`config.mk`:
```
export PLATFORM = sky130hd
export DESIGN_NAME = fill_blitter
export DESIGN_NICKNAME = d
export VERILOG_FILES = /design/src/rtl/fill_blitter_pkg.sv /design/src/rtl/fill_blitter_walker.sv /design/src/rtl/fill_blitter.sv
export SDC_FILE = /design/constraint.sdc
export NUM_CORES = 1
export LEC_CHECK = 0
export CAP_MARGIN = 10
export CORE_MARGIN = 1
export CORE_UTILIZATION = 51
export CTS_CLUSTER_DIAMETER = 80
export DETAILED_ROUTE_END_ITERATION = 8
export PLACE_DENSITY_LB_ADDON = 0.05
export SYNTH_ARGS = -nofsm -noshare
export SYNTH_HDL_FRONTEND = slang
export SYNTH_SLANG_ARGS = --single-unit
```
`constraint.sdc`:
```
create_clock -name Clk -period 2.1 [get_ports Clk]
set_input_delay 0.21 -clock Clk [delete_from_list [all_inputs] [get_ports Clk]]
set_output_delay 0.21 -clock Clk [all_outputs]
set_load 0.03 [all_outputs]
```
`src/rtl/fill_blitter_pkg.sv`:
```
// Shared types and constants for the rectangle fill blitter.
// Build option: FILL_BLITTER_WAIT_SWAP_EN adds the CCR poll after a swap request.
package fill_blitter_pkg;
  typedef enum logic [2:0] {IDLE, REQ, FILL, SWAP, POLL, DONE} state_t;

  localparam int FB_COLS  = 256;
  localparam int FB_LINES = 192;

  localparam logic [15:0] FB_BASE = 16'h4000;
  localparam logic [15:0] CCR_ADR = 16'h3800;

  localparam int CCR_BUF     = 0;
  localparam int CCR_CPU_FIN = 1;
  localparam int CCR_GPU_FIN = 2;

  localparam logic [7:0] SWAP_VAL = 8'(1 << CCR_CPU_FIN);

  // Last coordinate of a span, saturated to the last valid index below limit.
  function automatic logic [7:0] clip_end(input logic [7:0] start, input logic [7:0] len_m1,
                                          input int limit);
    logic [8:0] sum;
    sum = {1'b0, start} + {1'b0, len_m1};
    return (sum > 9'(limit - 1)) ? 8'(limit - 1) : sum[7:0];
  endfunction
endpackage

```
`src/rtl/fill_blitter_walker.sv`:
```
// Raster walker: x/y counters over the clipped rectangle, stepping left-to-right
// then top-to-bottom on each adv pulse.
module fill_blitter_walker import fill_blitter_pkg::*; (
  input  logic       Clk,
  input  logic       Reset,
  input  logic       load,
  input  logic       adv,
  input  logic [7:0] x0,
  input  logic [7:0] y0,
  input  logic [7:0] wm1,
  input  logic [7:0] hm1,
  output logic [7:0] x,
  output logic [7:0] y,
  output logic       last,
  output logic       empty
);
  logic [7:0] x_org, x_end, y_end;

  always_ff @(posedge Clk or negedge Reset) begin
    if (!Reset) begin
      x     <= '0;
      y     <= '0;
      x_org <= '0;
      x_end <= '0;
      y_end <= '0;
      empty <= 1'b0;
    end else if (load) begin
      x     <= x0;
      y     <= y0;
      x_org <= x0;
      x_end <= clip_end(x0, wm1, FB_COLS);
      y_end <= clip_end(y0, hm1, FB_LINES);
      empty <= (y0 >= 8'(FB_LINES));
    end else if (adv) begin
      if (x == x_end) begin
        x <= x_org;
        y <= y + 8'd1;
      end else begin
        x <= x + 8'd1;
      end
    end
  end

  assign last = (x == x_end) && (y == y_end);
endmodule

```
`src/rtl/fill_blitter.sv`:
```
// Second bus master that fills a clipped framebuffer rectangle with one colour
// and optionally requests a buffer swap. Option: FILL_BLITTER_WAIT_SWAP_EN.
module fill_blitter import fill_blitter_pkg::*; (
  input  logic        Clk,
  input  logic        Reset,
  input  logic        Start,
  input  logic [7:0]  X0,
  input  logic [7:0]  Y0,
  input  logic [7:0]  Wm1,
  input  logic [7:0]  Hm1,
  input  logic [7:0]  Colour,
  input  logic        SwapOnDone,
  input  logic        BusGnt,
  input  logic [7:0]  DataIn,
  output logic        BusReq,
  output logic [15:0] AdrOut,
  output logic [7:0]  DataOut,
  output logic        WrtMem,
  output logic        LdMem,
  output logic        Busy,
  output logic        Done
);
  state_t     state;
  logic [7:0] colour;
  logic       swap;
  logic [7:0] x, y;
  logic       last, empty;
  logic       load, adv;

  assign load = (state == IDLE) && Start;
  assign adv  = (state == FILL) && BusGnt;

  fill_blitter_walker u_walker (
    .Clk   (Clk),
    .Reset (Reset),
    .load  (load),
    .adv   (adv),
    .x0    (X0),
    .y0    (Y0),
    .wm1   (Wm1),
    .hm1   (Hm1),
    .x     (x),
    .y     (y),
    .last  (last),
    .empty (empty)
  );

  always_ff @(posedge Clk or negedge Reset) begin
    if (!Reset) begin
      state  <= IDLE;
      colour <= '0;
      swap   <= 1'b0;
    end else begin
      case (state)
        IDLE: if (Start) begin
          colour <= Colour;
          swap   <= SwapOnDone;
          state  <= REQ;
        end
        REQ: if (BusGnt) begin
          if (!empty)    state <= FILL;
          else if (swap) state <= SWAP;
          else           state <= DONE;
        end
        FILL: if (BusGnt && last) state <= swap ? SWAP : DONE;
`ifdef FILL_BLITTER_WAIT_SWAP_EN
        SWAP: if (BusGnt) state <= POLL;
        // Display clears the CPU-finished bit once it has flipped buffers at vsync.
        POLL: if (BusGnt && !DataIn[CCR_CPU_FIN]) state <= DONE;
`else
        SWAP: if (BusGnt) state <= DONE;
`endif
        DONE:    state <= IDLE;
        default: state <= IDLE;
      endcase
    end
  end

  // Strobes are gated by the live grant so a dropped grant never leaks a cycle.
  assign BusReq = (state == REQ) || (state == FILL) || (state == SWAP) || (state == POLL);
  assign WrtMem = BusGnt && ((state == FILL) || (state == SWAP));
  assign Busy   = (state != IDLE);
  assign Done   = (state == DONE);

`ifdef FILL_BLITTER_WAIT_SWAP_EN
  logic unused_data;
  assign LdMem       = BusGnt && (state == POLL);
  assign unused_data = ^{DataIn[7:2], DataIn[0]};
`else
  logic unused_data;
  assign LdMem       = 1'b0;
  assign unused_data = ^DataIn;
`endif

  always_comb begin
    AdrOut  = '0;
    DataOut = '0;
    case (state)
      FILL: begin
        AdrOut  = FB_BASE + {y, x};
        DataOut = colour;
      end
      SWAP: begin
        AdrOut  = CCR_ADR;
        DataOut = SWAP_VAL;
      end
      POLL:    AdrOut = CCR_ADR;
      default: ;
    endcase
  end
endmodule

```
==> impl_metrics.py <==
metrics = {
    "clock_tree": {
        "cts_tree": "built",
        "root_buffer": "clkbuf_8",
        "cts.clk_slew.worst_paths_ns": 0.11,
        "cts_num_sinks": 53,
        "htreeDepth": 2,
        "clk-insertion-delay-late_ns": 0.32,
        "cts_buffers": 5,
        "clock_path_buffers": 2,
    },
    "worst_hold_path": {
        "hp-class": "in2async",
    },
    "timing": {
        "setup_viol": 0,
        "slew-limit-headroom_pct": 55.1,
        "layout_min_cycle_time_ns": 2.07,
        "hold_viol": 8,
        "whs_ns": -0.0100,
        "fin_ws_ns": 0.0318,
        "slew_violations": 0,
        "finalCritPeriodShare_pct": 98.5,
        "clock-skew-final_ns": 0.0109,
        "fmaxAchievable_mhz": 484,
        "tightest_slew_ns": 0.674,
    },
    "critical_path": {
        "worst_ep_arrival_time_ns": 2.31,
        "worstPathRequired_ns": 2.34,
        "crit_path_max_incr_delay_ns": 0.41,
        "cp_slowest_cell": "clkdlybuf4s50_1",
        "cp-start-kind": "input pin",
        "crit_family": "compound AO/OA/AOI/OAI gates",
        "setup.worst_path.start": "Hm1[0]",
        "r2r_start": "state[1]",
        "cp-end-kind": "flop",
        "path_buf_inv": 1,
        "cp_max_fo": 6,
        "path_cells": "clkdlybuf4s50_1 -> ha_2 -> fa_2 -> a21o_4 -> a211o_1 -> a211oi_4 -> o21ai_4 -> a21oi_2",
        "path_class": "in2reg",
    },
    "route": {
        "routed_wl_mm": 9.79,
        "drc": 0,
        "vias": 3523,
        "drtAntennaViolNets": 0,
        "via_per_inst": 5.51,
        "drt_iter0_drc": 239,
        "first_pass_iters": 4,
        "wl_per_cell_um": 15.3,
    },
    "power_and_ir_drop": {
        "power_density_nw_per_um2": 1230,
        "seqPwrFrac_pct": 29.0,
        "peakVddDrop_mv": 0.614,
        "p_sw_w": 0.00277,
        "leakage_nw": 2.31,
        "intPower_w": 0.00342,
        "pwr-share-comb_pct": 59.3,
        "p_sw_share_pct": 44.8,
        "clkPwrFrac_pct": 11.7,
    },
    "synth": {
        "netlist_instances": 423,
        "ys_ff_latch": 53,
        "netlist_area_um2": 3640,
        "synth_flop_cell": "dfrtp_1",
        "synthArstFlopShare_pct": 100,
        "synth.distinct_cells": 60,
        "synth_edf_count": 0,
        "synth_nets": 496,
        "seq_area_frac_synth_pct": 36.5,
        "ys_warn_count": 0,
        "syn_area_per_cell_um2": 8.60,
    },
    "grt": {
        "grt_max_degree": 54,
        "grt_pass1_vias": 3398,
        "track_usage_pct": 27.0,
        "overflow": 0,
        "grt_antenna_before_repair": 0,
        "grt_pass1_wl_mm": 15.8,
    },
    "placed_design": {
        "io_buffers": 72,
        "dp_slack_ns": -0.633,
        "dp_hpwl_mm": 7.37,
        "gp_congestion": 0.836,
    },
    "final_layout": {
        "area_growth_pct": 38.0,
        "drive_above_1_share_pct": 22.8,
        "diodes": 0,
        "final_nets": 615,
    },
    "run_status": {
        "violations": "negative hold slack",
        "status": "finished with violations",
    },
    "floorplan": {
        "die_y_um": 86.5,
        "core_um2": 6830,
        "initial_utilization_pct": 53.2,
        "die_w_um": 86.5,
        "num_io_pins": 82,
        "dieArea_um2": 7470,
        "rows": 30,
    },
    "run": {
        "drv_cap": 0,
    },
}
path summary, 6_finish.rpt:
path	slack, ns	cells after the start	endpoint
max	0.03	8	u_walker.y_end[1]
min	-0.01	2	u_walker.x_end[1]
max reg2reg	0.06	6	u_walker.y_end[6]
min reg2reg	0.47	2	colour[0]
max in group asynchronous	1.64	2	u_walker.y[6]
min in group Clk	0.30	4	u_walker.y[0]
timing repair:
item,CTS,global route
hold buffers,0,0
resized for setup,9,23
pin swaps,2,4
buffers inserted,0,2
setup endpoints to repair,11,23
per-stage QoR:
| stage | cell area [um^2] | total power [W] | TNS, ns | util, % | std cells |
|---|---|---|---|---|---|
| after floorplan | 3640 | 0.00406 | 0 | - | 423 |
| after global placement | 4790 | 0.00532 | -6.07 | 70.1 | 629 |
| after detailed placement | 4790 | 0.00541 | -6.73 | 70.1 | 629 |
| after CTS | 4910 | 0.00612 | 0 | 71.9 | 637 |
| after global routing | 5020 | 0.00663 | -0.341 | 73.5 | 639 |
| final | 5020 | 0.00619 | 0 | 73.5 | 639 |
sequential cells by signal, summed over array words and instances (netlist names):
name and flops:
u_walker.y 8, state 3, u_walker.x_org 8, u_walker.x 8, colour 8, swap 1, u_walker.empty 1, u_walker.y_end 8
u_walker.x_end 8
placed cells by master, fill, tap and decap left out, drive strengths merged, types with 18 or more instances in the layout:
cell type and n:
and2 20, dfrtp 53, clkdlybuf4s50 43, buf 87, xor2 20, a21oi 18, ha 18, nor2 41
o21ai 27, nand2 70
cell usage after synthesis (3+ instances only):
| library cell | instances | area (um^2) |
|---|---|---|
| nand3_1 | 9 | 45.0 |
| o21bai_1 | 3 | 22.5 |
| a211oi_1 | 9 | 67.6 |
| xnor2_1 | 7 | 61.3 |
| o21a_1 | 4 | 30.0 |
| a21o_1 | 5 | 37.5 |
| ha_1 | 18 | 225 |
| a22oi_1 | 5 | 37.5 |
| o211ai_1 | 6 | 45.0 |
| inv_1 | 6 | 22.5 |
| and3_1 | 3 | 18.8 |
| a21oi_1 | 17 | 85.1 |
| mux2i_1 | 6 | 60.1 |
| o21ai_0 | 26 | 130 |
| nand2_1 | 70 | 263 |
| a31oi_1 | 4 | 25.0 |
| nand2b_1 | 5 | 31.3 |
| xor2_1 | 20 | 175 |
| or3_1 | 4 | 25.0 |
| nor2_1 | 40 | 150 |
| o22a_1 | 7 | 61.3 |
| clkbuf_1 | 14 | 52.6 |
| a2bb2oi_1 | 5 | 43.8 |
| nor3_1 | 3 | 15.0 |
| buf_2 | 8 | 40.0 |
| dfrtp_1 | 53 | 1330 |
| and2_1 | 20 | 125 |
worst register-to-register path, cell delays in order (launching register included):
cell and delay [ns]:
dfrtp_1 0.39, or4b_1 0.71, buf_4 0.22, nor2_1 0.15, o221ai_2 0.20, nor3_2 0.19
a22o_1 0.15
power by group through the flow:
stage / clock network [W] / logic (W) / registers [W]
final: 0.000727 / 0.00367 / 0.00179
after CTS: 0.000736 / 0.00359 / 0.00179
after global placement: 0 / 0.00353 / 0.00179
after global routing: 0.000788 / 0.00399 / 0.00185
after floorplan: 0 / 0.00234 / 0.00172
after detailed placement: 0 / 0.00360 / 0.00182
cell type report:
type	instances	area, um^2
Multi-Input combinational cell	340	2280
Inverter	6	22.5
Fill cell	562	1810
Clock buffer	5	68.8
Sequential cell	53	1330
Tap cell	96	120
Clock inverter	3	47.5
Timing Repair Buffer	136	1150
layer usage:
metal | GRT usage, % | share of wire, %
met4 | 6.52 | 1.6
met3 | 4.86 | 5.1
met2 | 47.3 | 50
met5 | 0 | 0
met1 | 34.5 | 43
cells by family (layout without fill, tap and decap cells):
family                   Yosys count  count (layout)  synth area share [%]
other                              1               1                 0.103
flip-flops                        53              53                  36.5
adder cells (fa/ha/maj)           20              20                  7.29
AND/OR/NAND/NOR                  172             172                  22.5
XOR/XNOR                          27              27                  6.50
AO/OA/AOI/OAI                    113             113                  21.5
buffers and inverters             30             150                  3.68
multiplexers                       7               7                  1.96
No activity file was read; power rests on OpenSTA's default activity.
==> edit (config.mk and constraints unchanged) <==
The option `FILL_BLITTER_WAIT_SWAP_EN` is turned on by a define.
--- a/src/rtl/fill_blitter.sv
+++ b/src/rtl/fill_blitter.sv
@@ -2,2 +2,4 @@
 // and optionally requests a buffer swap. Option: FILL_BLITTER_WAIT_SWAP_EN.
+`define FILL_BLITTER_WAIT_SWAP_EN
+
 module fill_blitter import fill_blitter_pkg::*; (
Function: changed (a bounded check fails within 4 cycles, from zero or initial values and one cycle with Reset low).
==> edit against the original RTL <==
- sequential cell count did not move
- wire length fell by 6.4%
- worst setup slack improved by 0.048 ns
- critical path type is now register to register
- cell area fell by 2.3%
- register-to-register slack improved by 0.02 ns
- critical path depth fell by 3
- synthesized area fell by 1.3%
- total power fell by 5.6%
==> edit: results (changes against the original RTL) <==
- Outcome: finished, final reports clean
- Largest net degree at the start of global routing: 29 (-46%)
- Worst hold endpoint: u_walker.y[1]
- Root buffer cell: clkbuf_8
- R2r setup slk: 0.08 ns (+0.02 ns)
- Vias in the first global route: 3173 (-6.6%)
- Port Buf Inserts: 74 (+2.8%)
- Synth unique cells: 59 (-1.7%)
- Hold path cells: 4
- Vias post-DR: 3435 (-2.5%)
- Synth Flop Type: dfrtp_1
- Gpl congestion: 0.864 (+3.3%)
- VDD IR max: 0.000434 V (-29%)
- Worst reg2reg startpoint: state[0]
- Post-synth net total: 488 (-1.6%)
- Min-Delay Path Class: input pin to register
- Post-synthesis sequential area ratio: 36.9% (+0.48 points)
- CP max stage cell: or3_4
- H-tree Lvls: 2 (unchanged)
- Synth cell count leaders: 69 x nand2_1, 53 x dfrtp_1, 38 x nor2_1, 25 x xnor2_1, 22 x o21ai_0
- Worst skew pair latency: 0.31 ns
- Post-synth ARST share: 100% (unchanged)
- Worst Clk Skew: 0.00468 ns (-0.00625 ns)
- Reg-to-Reg End: u_walker.x_end[6]
- CP peak stage delay: 0.41 ns (about the same)
- FF-to-FF path depth: 5 (-1)
- All-layer global routing usage: 25.9% (-1.0 points)
- DRT Pass-1 Iters: 5 (+1)
- Slew margin rel.: 55.5% (+0.42 points)
- Share of layout cells above drive strength 1: 18.1% (-4.8 points)
- First-pass GRT wire length: 15.2 mm (-4.1%)
- Initial antenna violation count: 0 (unchanged)
- Clock slew at reported path FFs: 0.09 ns (-0.02 ns)
- Top cells by area, synth: dfrtp_1 37%, nand2_1 7.2%, ha_1 6.3%
- Crit end category: register
- Syn_area_per_cell: 8.65 µm² (+0.60%)
- First DRT Iteration DRCs: 257 (+7.5%)
- Dpl ws: -0.395 ns (+0.237 ns)
- Avg WL per Cell: 14.6 µm (-4.6%)
- Static Leak: 2.22 nW (-3.6%)
- Placed wire-length estimate: 7.03 mm (-4.6%)
- CP delay by family, top: compound AO/OA/AOI/OAI gates
- Placed cell count: 618 (-1.7%)
- Nets: 604 (-1.8%)
- CP max FO: 7 (+1)
- Inserted Diodes: 0 (unchanged)
- DR vias/cell: 5.48 (-0.63%)
- Clk buf depth: 2 (unchanged)
==> edit: changes by cell type after synthesis, sizes merged, moves of 5 or more <==
cell | before | now
xnor2 | 7 | 25
xor2 | 20 | 7
a211oi | 9 | 3
a2bb2oi | 5 | 0
buf | 10 | 5
nor3 | 3 | 8
o21ai | 27 | 22
==> edit: per-layer routing <==
metal	part of all wire [%]	GRT usage [%]	up-vias
met2	47	40.6	106
li1	-	-	1711
met5	0	0	-
met3	4.6	3.37	13
met4	1.4	6.82	0
met1	47	37.9	1605
==> edit: logic make-up after synthesis <==
group / after synthesis / share of synthesized area [%]
mux: 4 / 1.12
xor+xnor: 32 / 7.81
simple gates: 177 / 23.7
compound gates: 100 / 19.5
flops: 53 / 36.9
buf+inv: 29 / 3.49
fa+ha+maj: 20 / 7.39
==> edit: repair_timing <==
action / in CTS / in global routing
buffers inserted: 0 / 1
hold buffers: 1 / 0
setup endpoints to repair: 7 / 10
gates resized for setup: 8 / 11
pin swaps: 0 / 4
endpoints found under the hold margin: 25 / 0
==> edit: power by group <==
part / leakage [nW] / internal [mW] / switching, mW / total [mW]
clock: 0.0540 / 0.347 / 0.331 / 0.678
combinational: 1.55 / 1.48 / 1.77 / 3.25
sequential: 0.618 / 1.50 / 0.420 / 1.92
total: 2.22 / 3.32 / 2.52 / 5.85
==> edit: final cells by class <==
| cell class | count | area [µm²] |
|---|---|---|
| clock buffers | 5 | 68.8 |
| clock inverters | 2 | 35.0 |
| fillers | 535 | 1890 |
| inverters | 9 | 33.8 |
| multi-input cells | 333 | 2190 |
| flip-flops and latches | 53 | 1330 |
| well taps | 96 | 120 |
| repair buffers | 129 | 1130 |
==> edit: worst max-delay path by stage <==
| stage | from | end | slack, ns |
|---|---|---|---|
| finish | state[0] | u_walker.x_end[6] | 0.08 |
| global route | u_walker.x[4] | state[0] | -0.006 |
| CTS | X0[0] | u_walker.x_end[6] | 0.009 |
| detailed placement | X0[0] | u_walker.x_end[6] | -0.40 |
| global placement | X0[0] | u_walker.x_end[6] | -0.38 |
| floorplan | state[0] | u_walker.x_end[6] | -0.05 |
==> edit: worst register-to-register path, stage by stage (launching register included) <==
cell	delay (ns)
dfrtp_1	0.39
or3_4	0.41
or2_1	0.32
a211o_1	0.27
a31o_4	0.24
o32a_1	0.29
==> edit: through the flow <==
step                hold WS [ns]  instance area, µm²
floorplan                -0.0856                3590
global placement           0.266                4730
detailed placement         0.277                4730
CTS                        0.422                4840
global route               0.308                4900
finish                     0.303                4900
